File: config.mk
export PLATFORM = sky130hd
export DESIGN_NAME = spoly_reader_flat
export DESIGN_NICKNAME = d
export VERILOG_FILES = /design/src/rtl/spoly_reader_if.sv /design/src/rtl/spoly_reader.sv /design/src/flat_wrapper.sv
export SDC_FILE = /design/constraint.sdc
export NUM_CORES = 1
export LEC_CHECK = 0
export BUFFER_PORTS_ARGS = -buffer_cell sky130_fd_sc_hd__buf_2
export CAP_MARGIN = 20
export CORE_UTILIZATION = 46
export CTS_BUF_LIST = sky130_fd_sc_hd__clkbuf_4
export DETAILED_ROUTE_END_ITERATION = 10
export PLACE_DENSITY_LB_ADDON = 0.15
export SYNTH_ARGS = -nofsm -noshare
export SYNTH_HDL_FRONTEND = slang
export SYNTH_SLANG_ARGS = --single-unit
File: constraint.sdc
create_clock -name clk -period 1.83 [get_ports clk]
set_input_delay 0.183 -clock clk [delete_from_list [all_inputs] [get_ports clk]]
set_output_delay 0.183 -clock clk [all_outputs]
set_load 0.02 [all_outputs]
File: src/rtl/spoly_reader_if.sv
// spoly_reader_if: start/done handshake, coefficient-memory read port and
// coefficient stream for spoly_reader. weight_err exists only when
// SPOLY_WEIGHT_CHECK_EN is defined.
interface spoly_reader_if;
  logic       start;
  logic       write_done;
  logic       mem_rd_en;
  logic [9:0] mem_addr;
  logic [12:0] mem_output;
  logic [1:0] coef_out;
  logic       coef_valid;
  logic       coef_ready;
  logic [9:0] coef_idx;
  logic       busy;
  logic       done;
  logic       fmt_err;
  logic [9:0] weight;
`ifdef SPOLY_WEIGHT_CHECK_EN
  logic       weight_err;

  modport slave (
    input  start, write_done, mem_output, coef_ready,
    output mem_rd_en, mem_addr, coef_out, coef_valid, coef_idx, busy, done, fmt_err, weight,
    output weight_err
  );

  modport master (
    output start, write_done, mem_output, coef_ready,
    input  mem_rd_en, mem_addr, coef_out, coef_valid, coef_idx, busy, done, fmt_err, weight,
    input  weight_err
  );
`else
  modport slave (
    input  start, write_done, mem_output, coef_ready,
    output mem_rd_en, mem_addr, coef_out, coef_valid, coef_idx, busy, done, fmt_err, weight
  );

  modport master (
    output start, write_done, mem_output, coef_ready,
    input  mem_rd_en, mem_addr, coef_out, coef_valid, coef_idx, busy, done, fmt_err, weight
  );
`endif
endinterface

File: src/rtl/spoly_reader.sv
// spoly_reader: reads P coefficient words from a synchronous memory, decodes
// each into {0, +1, -1}, streams them with a valid/ready handshake and counts
// the Hamming weight. Optional macro SPOLY_WEIGHT_CHECK_EN adds a weight_err
// flag comparing the final weight against W.
module spoly_reader #(
  parameter int unsigned P = 677,
  parameter int unsigned W = 286
) (
  input logic           clk,
  input logic           rst,
  spoly_reader_if.slave bus_io
);

  typedef enum logic [2:0] {StIdle, StWaitWr, StRd, StLat, StOut, StFin} state_e;

  localparam logic [9:0] LastIdx   = 10'(P - 1);
  localparam logic [9:0] WeightMax = 10'h3FF;

  // Elaboration-time sanity checks on the configuration.
  if (P < 1 || P > 1024) begin : g_bad_p
    $error("spoly_reader: P must be in 1..1024");
  end
  if (W > P) begin : g_bad_w
    $error("spoly_reader: W must not exceed P");
  end

  state_e     state_q, state_d;
  logic [9:0] idx_q, idx_d;
  logic [1:0] coef_q, coef_d;
  logic       fmt_err_q, fmt_err_d;
  logic [9:0] weight_q, weight_d;

  // State register.
  always_ff @(posedge clk or posedge rst) begin
    if (rst) state_q <= StIdle;
    else     state_q <= state_d;
  end

  // Next-state logic; start is only looked at in IDLE and FIN.
  always_comb begin
    state_d = state_q;
    unique case (state_q)
      StIdle:   if (bus_io.start) state_d = StWaitWr;
      StWaitWr: if (bus_io.write_done) state_d = StRd;
      StRd:     state_d = StLat;
      StLat:    state_d = StOut;
      StOut:    if (bus_io.coef_ready) state_d = (idx_q == LastIdx) ? StFin : StRd;
      StFin:    if (!bus_io.start) state_d = StIdle;
      default:  state_d = StIdle;
    endcase
  end

  // Datapath next-state: index, decoded coefficient, sticky format error, weight.
  always_comb begin
    idx_d     = idx_q;
    coef_d    = coef_q;
    fmt_err_d = fmt_err_q;
    weight_d  = weight_q;
    if (state_q == StIdle && bus_io.start) begin
      idx_d     = '0;
      coef_d    = '0;
      fmt_err_d = 1'b0;
      weight_d  = '0;
    end
    if (state_q == StLat) begin
      case (bus_io.mem_output)
        13'h0000: coef_d = 2'b00;
        13'h0001: coef_d = 2'b01;
        13'h1FFF: coef_d = 2'b11;
        default: begin
          coef_d    = 2'b00;
          fmt_err_d = 1'b1;
        end
      endcase
    end
    if (state_q == StOut && bus_io.coef_ready) begin
      if (coef_q != 2'b00 && weight_q != WeightMax) weight_d = weight_q + 10'd1;
      // Index parks at P-1 in FIN; the next start clears it.
      if (idx_q != LastIdx) idx_d = idx_q + 10'd1;
    end
  end

  // Datapath registers.
  always_ff @(posedge clk or posedge rst) begin
    if (rst) begin
      idx_q     <= '0;
      coef_q    <= '0;
      fmt_err_q <= 1'b0;
      weight_q  <= '0;
    end else begin
      idx_q     <= idx_d;
      coef_q    <= coef_d;
      fmt_err_q <= fmt_err_d;
      weight_q  <= weight_d;
    end
  end

`ifdef SPOLY_WEIGHT_CHECK_EN
  localparam logic [9:0] WeightTarget = 10'(W);

  logic weight_err_q, weight_err_d;

  // Weight check: evaluated on the final accept using the updated weight.
  always_comb begin
    weight_err_d = weight_err_q;
    if (state_q == StIdle && bus_io.start) weight_err_d = 1'b0;
    if (state_q == StOut && bus_io.coef_ready && idx_q == LastIdx) begin
      weight_err_d = (weight_d != WeightTarget);
    end
  end

  // Weight-error register.
  always_ff @(posedge clk or posedge rst) begin
    if (rst) weight_err_q <= 1'b0;
    else     weight_err_q <= weight_err_d;
  end
`endif

  // Moore outputs.
  always_comb begin
    bus_io.mem_rd_en  = (state_q == StRd);
    bus_io.mem_addr   = idx_q;
    bus_io.coef_out   = coef_q;
    bus_io.coef_valid = (state_q == StOut);
    bus_io.coef_idx   = idx_q;
    bus_io.busy       = (state_q != StIdle);
    bus_io.done       = (state_q == StFin);
    bus_io.fmt_err    = fmt_err_q;
    bus_io.weight     = weight_q;
`ifdef SPOLY_WEIGHT_CHECK_EN
    bus_io.weight_err = weight_err_q;
`endif
  end

endmodule
File: src/flat_wrapper.sv
// flat-port wrapper written by rule: the top's interface ports become plain ports
module spoly_reader_flat 
#(
  parameter int unsigned P = 677,
  parameter int unsigned W = 286
)
  (clk, rst, bus_io_start, bus_io_write_done, bus_io_mem_output, bus_io_coef_ready, bus_io_mem_rd_en, bus_io_mem_addr, bus_io_coef_out, bus_io_coef_valid, bus_io_coef_idx, bus_io_busy, bus_io_done, bus_io_fmt_err, bus_io_weight);
  spoly_reader_if bus_io_i ();
  input logic clk;
  input logic rst;
  input wire logic [$bits(bus_io_i.start)-1:0] bus_io_start;
  input wire logic [$bits(bus_io_i.write_done)-1:0] bus_io_write_done;
  input wire logic [$bits(bus_io_i.mem_output)-1:0] bus_io_mem_output;
  input wire logic [$bits(bus_io_i.coef_ready)-1:0] bus_io_coef_ready;
  output wire logic [$bits(bus_io_i.mem_rd_en)-1:0] bus_io_mem_rd_en;
  output wire logic [$bits(bus_io_i.mem_addr)-1:0] bus_io_mem_addr;
  output wire logic [$bits(bus_io_i.coef_out)-1:0] bus_io_coef_out;
  output wire logic [$bits(bus_io_i.coef_valid)-1:0] bus_io_coef_valid;
  output wire logic [$bits(bus_io_i.coef_idx)-1:0] bus_io_coef_idx;
  output wire logic [$bits(bus_io_i.busy)-1:0] bus_io_busy;
  output wire logic [$bits(bus_io_i.done)-1:0] bus_io_done;
  output wire logic [$bits(bus_io_i.fmt_err)-1:0] bus_io_fmt_err;
  output wire logic [$bits(bus_io_i.weight)-1:0] bus_io_weight;
  assign bus_io_i.start = bus_io_start;
  assign bus_io_i.write_done = bus_io_write_done;
  assign bus_io_i.mem_output = bus_io_mem_output;
  assign bus_io_i.coef_ready = bus_io_coef_ready;
  assign bus_io_mem_rd_en = bus_io_i.mem_rd_en;
  assign bus_io_mem_addr = bus_io_i.mem_addr;
  assign bus_io_coef_out = bus_io_i.coef_out;
  assign bus_io_coef_valid = bus_io_i.coef_valid;
  assign bus_io_coef_idx = bus_io_i.coef_idx;
  assign bus_io_busy = bus_io_i.busy;
  assign bus_io_done = bus_io_i.done;
  assign bus_io_fmt_err = bus_io_i.fmt_err;
  assign bus_io_weight = bus_io_i.weight;
  spoly_reader #(.P(P), .W(W)) u_core (.clk(clk), .rst(rst), .bus_io(bus_io_i));
endmodule
==> flow_summary.yaml <==
cts:
  cts_root_buf: "clkbuf_4"
  numCtsBuffers: 3
  tritoncts: "yes"
  clk_latency_ns: 0.31
  cts_sinks: 26
  clock_path_buffers: 2
  clk_pin_slew_ns: 0.13
  htree_levels: 1
global_route:
  use_met3_pct: 2.99
  globalRouteMet2Util_pct: 34.1
  grt_first_pass_wirelength_um: 5640
  busiest_layer: "met2"
  grt_use_total_pct: 20.4
  gr-usage-met1_pct: 27.0
  antenna_found_initial: 0
  overflow: 0
  grt_max_degree: 27
  grt_pass1_vias: 1320
layout:
  final_nets: 245
  drive_above_1_share_pct: 41.7
  n_fill_cell: 277
  layout.area.seq_um2: 654
  instances_no_fill: 267
  layout_common_cells: "buf_2 (54), dfrtp_1 (23), buf_4 (19)"
  utilization_pct: 63.1
  antennaDiodeCount: 0
  multi_input_area_um2: 805
  final_common_cell: "buf_2"
  area.growth.synth_to_final_pct: 26.1
floorplan:
  start_util_pct: 50.0
  io_pins: 55
  core_mm2: 0.00315
  die-area_mm2: 0.00367
  num_rows: 20
  die_w_um: 60.6
  fp.dieH_um: 60.6
yosys:
  synth_edf_count: 0
  seq_area_frac_synth_pct: 41.2
  ys_seq_elements: 26
  synthFlopType: "dfrtp_1"
  ys_async_sr_fraction_pct: 100
  synthDistinctLibCells: 43
  syn_nets: 183
  synth.cell_area_mm2: 0.00158
  netlist_instances: 162
  yosys_warnings: 0
  avgSynthCellArea_um2: 9.74
setup_path:
  cp.arrival_ns: 2.01
  reg2reg_slack_ns: 0.04
  ff2ff_path_depth: 7
  critical_path.max_stage_delay_ns: 0.46
  crit_fanout: 8
  critPathKind: "register to register"
  cp-end-kind: "register"
  r2r_end: "u_core.bus_io.weight[2]$_DFF_PP0_"
  cp_slowest_cell: "or3b_4"
  crit_chain: "ha_2, nand3_2, nor3_1, or3b_4, buf_4, o211ai_1, o31ai_2"
  worst_ep_required_time_ns: 2.04
  start_kind: "register"
  r2r_start: "u_core.bus_io.weight[0]$_DFF_PP0_"
pwr:
  leakagePower_nw: 0.980
  report.power.total_w: 0.00179
  power_density_mw_per_mm2: 899
  peakVddDrop_mv: 0.557
timing:
  finalClockSkew_ns: 0.00148
  layout_setup_ws_ns: 0.0364
  fin_crit_sh_pct: 98.0
  finalSetupViolCount: 0
  finalCriticalPeriod_ns: 1.79
  max_freq_mhz: 558
  slew_headroom_pct: 75.6
  slew_violations: 0
  tightestPinTransition_ns: 0.363
  hold_viol: 0
place:
  pre_cts_slack_ns: 0.0297
  dpl.cell_count: 259
  place_congestion: 0.808
  port_buffers: 54
  place_hpwl_um: 2670
drt:
  via_count: 1489
  ant_nets: 0
  wirelength_um: 3590
  dr.pass1.iters: 4
  drc: 0
  drt_iter0_drc: 74
  avgViaCountPerCell: 5.58
  wire_per_inst_um: 13.4
worst_hold_path:
  min_from: "bus_io_start"
  whs_endpoint: "u_core.bus_io.weight[5]$_DFF_PP0_"
  whs_path_depth: 2
  hold_class: "primary input to register"
flow_run:
  drv_cap: 0
status:
  status: "complete, no violations"
-- area by class of cell --
| type | count | area share, % |
|---|---|---|
| Clock buffer | 4 | 1.51 |
| Multi-Input combinational cell | 113 | 40.4 |
| Timing Repair Buffer | 74 | 21.3 |
| Inverter | 6 | 1.13 |
| Sequential cell | 26 | 32.9 |
| Tap cell | 44 | 2.77 |
-- stage by stage --
stage | cell area, µm² | hold WS [ns] | setup TNS (ns)
2_1_floorplan | 1580 | 0.223 | 0
3_3_place_gp | 1910 | 0.256 | 0
3_5_place_dp | 1910 | 0.251 | 0
4_1_cts | 1950 | 0.0885 | 0
5_1_grt | 1990 | 0.0914 | -0.000101
6_report | 1990 | 0.0911 | 0
-- worst max-delay path: cells and delay by family (launching register included) --
family | cells | cell delay, ns
AND/OR/NAND/NOR | 3 | 0.61
AO/OA/AOI/OAI | 2 | 0.28
adder cells (fa/ha/maj) | 1 | 0.19
buffers and inverters | 1 | 0.17
flip-flops | 1 | 0.43
-- state kept, by name, indices dropped and copies added, names as in the netlist --
register and flops:
u_core.bus_io.fmt_err 1, u_core.state_q 3, u_core.bus_io.coef_out 2, u_core.bus_io.weight 10, u_core.bus_io.coef_idx 10
-- report_power, final --
group / internal, W / switching, W / leakage [nW]
clock network: 0.000100 / 0.000164 / 0.0184
logic: 0.000337 / 0.000511 / 0.610
registers: 0.000642 / 0.0000346 / 0.352
-- routing by layer --
metal,routed length (µm),up-vias
met4,45,0
met3,228,6
met5,0,-
met1,1620,693
li1,-,730
met2,1700,60
-- worst max-delay path by stage --
stage,startpoint,to,slack [ns],cells after the start
final,u_core.bus_io.weight[0]$_DFF_PP0_,u_core.bus_io.weight[2]$_DFF_PP0_,0.04,7
after global routing,u_core.bus_io.weight[0]$_DFF_PP0_,u_core.bus_io.weight[2]$_DFF_PP0_,-0.0001,7
after CTS,u_core.bus_io.weight[0]$_DFF_PP0_,u_core.bus_io.weight[8]$_DFF_PP0_,0.01,6
after detailed placement,u_core.bus_io.weight[0]$_DFF_PP0_,u_core.bus_io.weight[8]$_DFF_PP0_,0.03,6
after global placement,u_core.bus_io.weight[0]$_DFF_PP0_,u_core.bus_io.weight[8]$_DFF_PP0_,0.10,6
after floorplan,u_core.bus_io.weight[1]$_DFF_PP0_,u_core.bus_io.weight[6]$_DFF_PP0_,0.01,7
-- logic make-up after synthesis --
logic type | share of synthesized area, %
AND/OR/NAND/NOR | 23.1
adder cells (fa/ha/maj) | 2.38
XOR/XNOR | 1.11
AO/OA/AOI/OAI | 20.0
buffers and inverters | 9.04
flip-flops | 41.2
multiplexers | 3.17
-- cell usage after synthesis, drive strengths merged, types with 2 or more instances --
cell type | n | area share [%]
dfrtp | 26 | 41
inv | 6 | 1.4
o31ai | 9 | 5.6
o311ai | 2 | 1.6
buf | 13 | 6.7
ha | 3 | 2.4
nor2b | 3 | 1.2
a21oi | 4 | 1.3
and2 | 2 | 0.79
o21ai | 9 | 2.9
nand3 | 15 | 4.8
nor3 | 3 | 0.95
nor2 | 3 | 0.71
nor4 | 3 | 1.2
nand4 | 9 | 3.6
nor3b | 2 | 0.95
nand4b | 2 | 1.1
nand2 | 12 | 2.9
mux2i | 5 | 3.2
a21o | 2 | 0.95
o211ai | 8 | 4.1
clkbuf | 4 | 0.95
o41ai | 2 | 1.6
-- what timing repair did --
action / CTS / global route
buffers inserted: 0 / 3
gates resized for setup: 0 / 5
endpoints found under the setup margin: 0 / 4
hold buffers: 1 / 0
endpoints found under the hold margin: 26 / 0
Note: power is estimated with default switching activity, not from simulation.
